<file path="src/rtl/marsohod2_key_debounce.sv">
// Push-button conditioner: per-channel synchronizer, debounce FSM, long-press
// detection and software-cleared sticky event flags for the SoC gpio inputs.
module marsohod2_key_debounce #(
  parameter int NUM_KEYS        = 2,
  parameter bit ACTIVE_LOW      = 1'b1,
  parameter int DEBOUNCE_CYCLES = 240000,
  parameter int LONG_CYCLES     = 24000000,
  parameter int CNT_W           = 25
) (
  input  logic                clock,
  input  logic                reset_n,
  input  logic [NUM_KEYS-1:0] key_i,
  input  logic [NUM_KEYS-1:0] clr_i,
  output logic [NUM_KEYS-1:0] level_o,
  output logic [NUM_KEYS-1:0] press_o,
  output logic [NUM_KEYS-1:0] release_o,
  output logic [NUM_KEYS-1:0] long_o,
  output logic [NUM_KEYS-1:0] press_flag_o,
  output logic [NUM_KEYS-1:0] long_flag_o
);

  typedef enum logic [1:0] {IDLE, DEB_P, PRESSED, DEB_R} state_t;

  localparam logic IDLE_LVL = ACTIVE_LOW ? 1'b1 : 1'b0;
  localparam bit SKIP_DEB = (DEBOUNCE_CYCLES <= 1);
  localparam bit LONG_EN = (LONG_CYCLES != 0);
  // The state-entry sample counts as the first stable cycle, hence the -2.
  localparam logic [CNT_W-1:0] DEB_LAST = (DEBOUNCE_CYCLES >= 2) ? CNT_W'(DEBOUNCE_CYCLES - 2) : '0;
  localparam logic [CNT_W-1:0] LONG_LAST = (LONG_CYCLES >= 1) ? CNT_W'(LONG_CYCLES - 1) : '0;
  localparam logic [CNT_W-1:0] LONG_MAX = CNT_W'(LONG_CYCLES);

  for (genvar g = 0; g < NUM_KEYS; g++) begin : gen_ch
    logic sync1, sync2, pressed;
    state_t state, state_nx;
    logic [CNT_W-1:0] dcnt, dcnt_nx, hcnt, hcnt_nx;
    logic long_done, long_done_nx;
    logic press_ev, release_ev, long_ev;
    logic press_q, release_q, long_q;
    logic level_r, press_r, release_r, long_r, press_flag_r, long_flag_r;

    always_ff @(posedge clock) begin
      if (!reset_n) begin
        sync1     <= IDLE_LVL;
        sync2     <= IDLE_LVL;
        pressed   <= 1'b0;
        state     <= IDLE;
        dcnt      <= '0;
        hcnt      <= '0;
        long_done <= 1'b0;
        press_q   <= 1'b0;
        release_q <= 1'b0;
        long_q    <= 1'b0;
      end else begin
        sync1     <= key_i[g];
        sync2     <= sync1;
        pressed   <= sync2 ^ IDLE_LVL;
        state     <= state_nx;
        dcnt      <= dcnt_nx;
        hcnt      <= hcnt_nx;
        long_done <= long_done_nx;
        press_q   <= press_ev;
        release_q <= release_ev;
        long_q    <= long_ev;
      end
    end

    always_comb begin
      state_nx     = state;
      dcnt_nx      = dcnt;
      hcnt_nx      = hcnt;
      long_done_nx = long_done;
      press_ev     = 1'b0;
      release_ev   = 1'b0;
      long_ev      = 1'b0;
      case (state)
        IDLE: begin
          if (pressed) begin
            if (SKIP_DEB) begin
              state_nx     = PRESSED;
              press_ev     = 1'b1;
              hcnt_nx      = '0;
              long_done_nx = 1'b0;
            end else begin
              state_nx = DEB_P;
              dcnt_nx  = '0;
            end
          end
        end
        DEB_P: begin
          if (!pressed) begin
            state_nx = IDLE;
          end else if (dcnt >= DEB_LAST) begin
            state_nx     = PRESSED;
            press_ev     = 1'b1;
            hcnt_nx      = '0;
            long_done_nx = 1'b0;
          end else begin
            dcnt_nx = dcnt + 1'b1;
          end
        end
        PRESSED: begin
          if (hcnt < LONG_MAX) hcnt_nx = hcnt + 1'b1;
          // Without a debounce window a release could land on the long edge.
          if (LONG_EN && !long_done && hcnt == LONG_LAST && !(SKIP_DEB && !pressed)) begin
            long_ev      = 1'b1;
            long_done_nx = 1'b1;
          end
          if (!pressed) begin
            if (SKIP_DEB) begin
              state_nx   = IDLE;
              release_ev = 1'b1;
            end else begin
              state_nx = DEB_R;
              dcnt_nx  = '0;
            end
          end
        end
        DEB_R: begin
          if (pressed) begin
            state_nx = PRESSED;
          end else if (dcnt >= DEB_LAST) begin
            state_nx   = IDLE;
            release_ev = 1'b1;
          end else begin
            dcnt_nx = dcnt + 1'b1;
          end
        end
        default: state_nx = IDLE;
      endcase
    end

    // Sticky flags take the registered pulse, so a clear in the pulse cycle loses.
    always_ff @(posedge clock) begin
      if (!reset_n) begin
        level_r      <= 1'b0;
        press_r      <= 1'b0;
        release_r    <= 1'b0;
        long_r       <= 1'b0;
        press_flag_r <= 1'b0;
        long_flag_r  <= 1'b0;
      end else begin
        level_r      <= (state == PRESSED) || (state == DEB_R);
        press_r      <= press_q;
        release_r    <= release_q;
        long_r       <= long_q;
        press_flag_r <= press_r | (press_flag_r & ~clr_i[g]);
        long_flag_r  <= long_r | (long_flag_r & ~clr_i[g]);
      end
    end

    assign level_o[g]      = level_r;
    assign press_o[g]      = press_r;
    assign release_o[g]    = release_r;
    assign long_o[g]       = long_r;
    assign press_flag_o[g] = press_flag_r;
    assign long_flag_o[g]  = long_flag_r;
  end

endmodule

</file>
<file path="config.mk">
export PLATFORM = sky130hd
export DESIGN_NAME = marsohod2_key_debounce
export DESIGN_NICKNAME = d
export VERILOG_FILES = /design/src/rtl/marsohod2_key_debounce.sv
export SDC_FILE = /design/constraint.sdc
export NUM_CORES = 1
export LEC_CHECK = 0
export CAP_MARGIN = 20
export CORE_AREA = 2 2 79 157
export CTS_BUF_LIST = sky130_fd_sc_hd__clkbuf_8 sky130_fd_sc_hd__clkbuf_16
export CTS_CLUSTER_SIZE = 25
export DETAILED_ROUTE_END_ITERATION = 8
export DIE_AREA = 0 0 81 159
export PLACE_DENSITY = 0.69
export SLEW_MARGIN = 20
export SYNTH_ARGS = -nofsm -noshare
export SYNTH_HDL_FRONTEND = slang
export SYNTH_SLANG_ARGS = --single-unit
</file>
<file path="constraint.sdc">
create_clock -name clock -period 1.9 [get_ports clock]
set_input_delay 0.57 -clock clock [delete_from_list [all_inputs] [get_ports clock]]
set_output_delay 0.57 -clock clock [all_outputs]
set_load 0.01 [all_outputs]
</file>
==> summary.txt, run 1 <==
DRC violation count after routing = 0
cell row count = 56
critical path fanouts, max = 4
Buf+Inv Stages, Crit Path = 1
first-pass GRT wire length = 26200 um
GPL Wtd Cong = 0.885
Lkg Pwr = 0.00335 uW
Post-Route WL = 17200 um
Synth Instances = 644
DRT Pass-1 Iters = 4
synth top area cells = dfxtp_1, xor2_1, nor2_1
unrepaired setup endpoints after global routing = true
area of the multi-input gates = 0.00355 sq mm
xor/xnor share of the synthesized area = 8.69%
Cell variety after synth = 60
status = complete, but fails checks
Initial Utilization = 49.4%
drt wl/cell = 17.8 um
gr usage total = 25.9%
final hold vios = 0
R2R Setup Slk = -0.26 ns
clock slew at reported path FFs = 0.06 ns
I/O Buffers = 17
Post-CTS Hold Fix Bufs = 0
Clk network pwr share = 54.5%
flops & latches, synth = 130
power per cell area = 749 mW/mm^2
Switching Fraction = 20.7%
Internal Power = 5150 uW
worst path cell trace = inv_2 > ha_4 > o21a_1 > a21o_1 > a2111oi_4 > nand4_1 > or3_1 > a21oi_2
violated checks = negative setup slack
Post-Synth Simple-Gate Area = 29.1%
ys flop type = dfxtp_1
critical path endpoint category = register
Tcrit/Tclk final = 114%
Ys Warns = 0
Peak supply drop = 0.000727 V
cell family with most CP delay = compound AO/OA/AOI/OAI gates
post-synthesis mux area share = 0.697%
Setup-failing EPs final = 58
Psw = 1340 uW
ant diodes = 0
Slew HR = 65.1%
sequential share of power = 42.1%
Initial DRC Count = 332
vias = 5510
Clock Root Buffer = clkbuf_16
DIE HEIGHT = 159 um
share of layout cells above drive strength 1 = 36.9%
io pins = 18
combinational cell fraction of total power = 3.3%
CTS tree = built
critical path's slowest cell = or3_1
Startpoint Class = register
hold slack = 0.388 ns
initial antenna violation count = 0
register area share after synthesis = 45.3%
max-cap violations = 0
top-area cell type share of the netlist area = 45.3%
grt ovf = 0
vias in the first global route = 5808
crit path kind = reg -> reg
worst hold path type = reg -> reg
post-synthesis adder-cell area fraction = 1.31%
total CTS buffers = 17
Fmax achieved = 463 MHz
Slew Viols, Final = 0
Compound-Gate Fraction of Synth Area = 10.8%
Async SR Flop Fraction = 0%
final net count = 821
width of the die = 81 um
area delta synth->final = 50.8%
measured slew at the worst slew-check pin = 0.524 ns
htree depth = 4
Clk Latency, worst-skew pair = 0.41 ns
fin crit period = 2.16 ns
syn nets = 656
largest family of logic cells by synthesized area = simple AND/OR/NAND/NOR gates
CP required = 2.24 ns
Netlist Area Pre-Place = 0.00574 sq mm
vias per cell = 5.70
CP max stage delay = 0.40 ns
clock buffer depth = 2
core box area = 0.0116 sq mm
largest net degree at the start of global routing = 20
FILL cells = 754
Final Skew = 0.00664 ns
Post-synth EDFFs = 0
Reg area = 0.00261 sq mm
final worst slack = -0.262 ns
DPL Wire Length = 10100 um
Final ANT Viol Nets = 0
Die Footprint = 0.0129 sq mm
clk sinks = 130
Tot Pwr = 6490 uW
CP arrival = 2.51 ns
Mapped Avg Cell Area = 8.92 sq um
Synth area leader = dfxtp_1
==> logic make-up (layout without fill, tap and decap cells) <==
kind of cell / count (synthesis) / in the layout
xor gates and xnor gates: 57 / 57
muxes: 4 / 4
adders and majority gates: 6 / 6
AOI/OAI and AO/OA: 87 / 88
and+or+nand+nor: 313 / 314
DFF: 130 / 130
buffers and inverters: 47 / 223
==> what timing repair did <==
| action | in CTS | in global routing |
|---|---|---|
| buffers inserted | 18 | 12 |
| endpoints found under the setup margin | 81 | 94 |
| gates cloned | 4 | 5 |
| resized for setup | 50 | 96 |
| pin swaps | 32 | 61 |
==> stage by stage <==
| step | std cells | utilization, % | setup TNS (ns) | setup WS, ns | cell area [sq um] |
|---|---|---|---|---|---|
| 2_1_floorplan | 644 | - | -1.44 | -0.125 | 5860 |
| 3_3_place_gp | 898 | 59.8 | -6.68 | -0.170 | 6960 |
| 3_5_place_dp | 898 | 59.8 | -8.62 | -0.253 | 6960 |
| 4_1_cts | 952 | 69.3 | -6.41 | -0.199 | 8070 |
| 5_1_grt | 967 | 74.5 | -12.78 | -0.351 | 8660 |
| 6_report | 967 | 74.5 | -7.02 | -0.262 | 8660 |
==> cell usage in the layout, fill, tap and decap left out, types with 6 or more instances in the layout <==
cell type	instances
buf_4	127
dfxtp_1	121
nor2_1	63
nand2_1	38
xor2_1	36
nand3_1	26
nand4_1	26
and2_1	23
a21oi_1	20
clkbuf_16	20
buf_6	20
xnor2_1	18
nor3_1	15
clkdlybuf4s50_1	15
inv_1	14
and3_1	14
and4_1	12
nor2_2	9
o21ai_0	9
dfxtp_2	9
nand2b_1	8
a21oi_2	8
nor2_4	8
o21a_1	7
nand3_2	7
o211ai_1	6
nand3_4	6
buf_12	6
==> flip-flops by register name, indices dropped and copies added, names as in the netlist, named ones only <==
signal / flops
gen_ch.dcnt: 50
gen_ch.hcnt: 50
gen_ch.level_r: 2
gen_ch.long_done: 2
gen_ch.long_flag_r: 2
gen_ch.long_q: 2
gen_ch.long_r: 2
gen_ch.press_flag_r: 2
gen_ch.press_q: 2
gen_ch.press_r: 2
gen_ch.pressed: 2
gen_ch.release_q: 2
gen_ch.release_r: 2
gen_ch.state: 2
gen_ch.sync1: 2
gen_ch.sync2: 2
==> per-layer routing <==
metal / track usage [%] / vias up / share of wire, %
li1: - / 2600 / -
met1: 24.1 / 2686 / 34
met2: 48.2 / 148 / 57
met3: 5.61 / 76 / 2.9
met4: 16.1 / 0 / 5.6
met5: 0 / - / 0
==> cell type report <==
class / count / share of cell area [%]
timing repair buffer: 176 / 18.6
clock buffer: 20 / 5.39
clock inverter: 12 / 2.06
multi-input combinational: 469 / 41.0
tap: 145 / 2.09
sequential: 130 / 30.2
inverter: 15 / 0.650
==> final timing paths <==
kind,start,to,cells after the start
max reg2reg,gen_ch[0].dcnt[0],gen_ch[0].dcnt[16],8
min reg2reg,gen_ch[1].sync2,gen_ch[1].pressed,1
min,gen_ch[1].sync2,gen_ch[1].pressed,1
max,gen_ch[0].dcnt[0],gen_ch[0].dcnt[16],8
==> power groups by stage <==
stage | Combinational, uW | Sequential (uW) | Clock [uW]
2_1_floorplan | 63.3 | 2790 | 0
3_3_place_gp | 125 | 2790 | 0
3_5_place_dp | 128 | 2790 | 0
4_1_cts | 176 | 2740 | 3580
5_1_grt | 224 | 2730 | 3700
6_report | 214 | 2740 | 3540
==> synth_stat cells, drive strengths merged, types with 11 or more instances <==
cell      n
a21oi    31
and2     23
and3     14
and4     13
buf      21
clkbuf   11
dfxtp   130
inv      15
nand2    44
nand3    38
nand4    26
nor2     80
nor3     18
nor4     11
o21ai    17
xnor2    18
xor2     39
Note: power is estimated with default switching activity, not from simulation.
==> inputs of run 2 (changes only) <==
- DONT_BUFFER_PORTS: not set -> 1
- PLACE_DENSITY: 0.69 -> 0.66
==> run 2 against run 1 <==
  * The flow still finishes with violations (negative setup slack)
  * Via count fell by 5.6%
  * Clock power fell by 18%
  * Clock-buffer cell count shrank 2
  * Global-route usage down 2.4 points
  * First-iteration DRC count is 30% lower
  * Critical path depth increased by 2
  * Core utilization is 5.9 points lower
  * Final cell count fell by 5.1%
  * Non-clock buffer count down 45
==> summary.txt, run 2 (synthesis gave the netlist of run 1 again) <==
status = complete, but fails checks
violated checks = negative setup slack
core box area = 0.0116 sq mm (unchanged)
Die Footprint = 0.0129 sq mm (unchanged)
fin crit period = 2.16 ns (-0.00103 ns)
unrepaired setup endpoints after global routing = true
width of the die = 81 um (unchanged)
Initial DRC Count = 233 (-30%)
worst hold path type = in -> reg
final net count = 775 (-5.6%)
met3 Use GR = 5.67% (+0.057 points)
htree depth = 4 (unchanged)
CTS tree = built
final hold vios = 0 (unchanged)
power per cell area = 726 mW/mm^2 (-3.0%)
Lkg Pwr = 0.00301 uW (-10%)
Total Neg Setup Slack = -5.18 ns (+1.84 ns)
CP required = 2.17 ns (-0.07 ns)
GRT met1 Usage = 23.1% (-0.96 points)
Setup-failing EPs final = 47 (-19%)
Tcrit/Tclk final = 114% (about the same)
measured slew at the worst slew-check pin = 0.637 ns (+0.113 ns)
biggest regs = gen_ch.dcnt: 50 flops, gen_ch.hcnt: 50 flops
most frequent cells in the layout = dfxtp_1, buf_4, nor2_1, nand2_1, xor2_1
Clk Latency, worst-skew pair = 0.41 ns (about the same)
Fmax achieved = 463 MHz (about the same)
Clock Root Buffer = clkbuf_16
placed insts = 858 (-4.5%)
DPL Wire Length = 9400 um (-6.9%)
Slew Viols, Final = 0 (unchanged)
commonest non-fill, non-tap cell in the layout = dfxtp_1
Peak supply drop = 0.000758 V (+4.2%)
vias per cell = 5.67 (-0.55%)
Post-CTS Hold Fix Bufs = 0 (unchanged)
Post-Route WL = 15100 um (-12%)
final instance area = 0.00798 sq mm (-7.9%)
ant diodes = 0 (unchanged)
crit path kind = reg -> reg
Slew HR = 57.3% (-7.8 points)
area delta synth->final = 38.9%
cell row count = 56 (unchanged)
busiest grt layer = met2
hold path depth = 1 (unchanged)
placed cell area = 0.00662 sq mm (-4.9%)
critical path fanouts, max = 8 (+4)
Final Skew = 0.00853 ns (+0.00188 ns)
largest net degree at the start of global routing = 25 (+25%)
clk sinks = 130 (unchanged)
Layout Cells excl Fill = 918 (-5.1%)
Initial Utilization = 49.4% (unchanged)
length in cells of the worst reg-to-reg path = 10 (+2)
clock slew at reported path FFs = 0.05 ns (about the same)
Startpoint Class = register
DIE HEIGHT = 159 um (unchanged)
critical path endpoint category = register
met2 usage = 44.1% (-4.1 points)
grt ovf = 0 (unchanged)
clock buffer depth = 2 (unchanged)
CP arrival = 2.43 ns (-0.08 ns)
drt wl/cell = 16.5 um (-7.3%)
gr usage total = 23.5% (-2.4 points)
first-pass GRT wire length = 23900 um (-8.9%)
total CTS buffers = 17 (unchanged)
hold slack = 0.242 ns (-0.146 ns)
final worst slack = -0.261 ns (+0.00103 ns)
vias in the first global route = 5291 (-8.9%)
max-cap violations = 0 (unchanged)
DRC violation count after routing = 0 (unchanged)
share of layout cells above drive strength 1 = 33.9% (-3.0 points)
GPL Wtd Cong = 0.854 (-3.5%)
initial antenna violation count = 0 (unchanged)
io pins = 18 (unchanged)
I/O Buffers = 0 (-17)
Final ANT Viol Nets = 0 (unchanged)
vias = 5202 (-5.6%)
DRT Pass-1 Iters = 4 (unchanged)
[run 2: changes by cell type in the layout (fill, tap and decap cells not counted), moves of 4 or more]
cell,previous run,this run
buf_4,127,106
clkdlybuf4s50_1,15,0
inv_1,14,18
nand3_4,6,2
nor2_1,63,69
nor2_2,9,3
[run 2: what timing repair did]
action,in CTS,in global routing
pin swaps,36,41
resized for setup,62,67
cloned,5,1
setup endpoints to repair,74,85
setup buffers,14,13
[run 2: final timing paths]
check / from / end / slack [ns]
worst min register to register: gen_ch[1].sync2 / gen_ch[1].pressed / 0.39
worst max-delay path: gen_ch[0].dcnt[0] / gen_ch[0].dcnt[7] / -0.26
worst max register to register: gen_ch[0].dcnt[0] / gen_ch[0].dcnt[7] / -0.26
worst min-delay path: reset_n / gen_ch[0].sync1 / 0.24
[run 2: worst max-delay path, cell delays in order (launching register included)]
cell       delay (ns)
dfxtp_2          0.33
inv_2            0.05
ha_4             0.15
o21a_1           0.17
a21o_1           0.23
a2111oi_4        0.41
buf_4            0.19
buf_8            0.13
nand4_1          0.12
xor2_1           0.17
nor2_1           0.06
[run 2: final cells by class]
class,count,area (sq um)
clock buffer,18,439
clock inverter,11,78.8
fill,896,3650
inverter,15,56.3
multi-input combinational,468,3480
sequential,130,2620
tap,145,181
timing repair buffer,131,1130
[run 2: metal layers]
layer / vias to the layer above / routed length, um
met5: - / 0
met4: 0 / 530
met3: 41 / 368
met2: 100 / 8640
met1: 2552 / 5560
li1: 2509 / -
[run 2: power breakdown]
group	total (uW)	switching [uW]	internal (uW)
registers	2740	3.33	2730
clock network	2910	1130	1770
logic	146	85.5	60.9
total	5790	1220	4570
[run 2: metrics by stage]
step                      worst slack [ns]  utilization, %  power, uW
after floorplan                     -0.125               -       2860
after global placement              -0.173            56.8       2880
after detailed placement            -0.214            56.9       2890
after CTS                           -0.172            65.2       5820
after global routing                -0.335            68.6       5960
final                               -0.261            68.6       5790
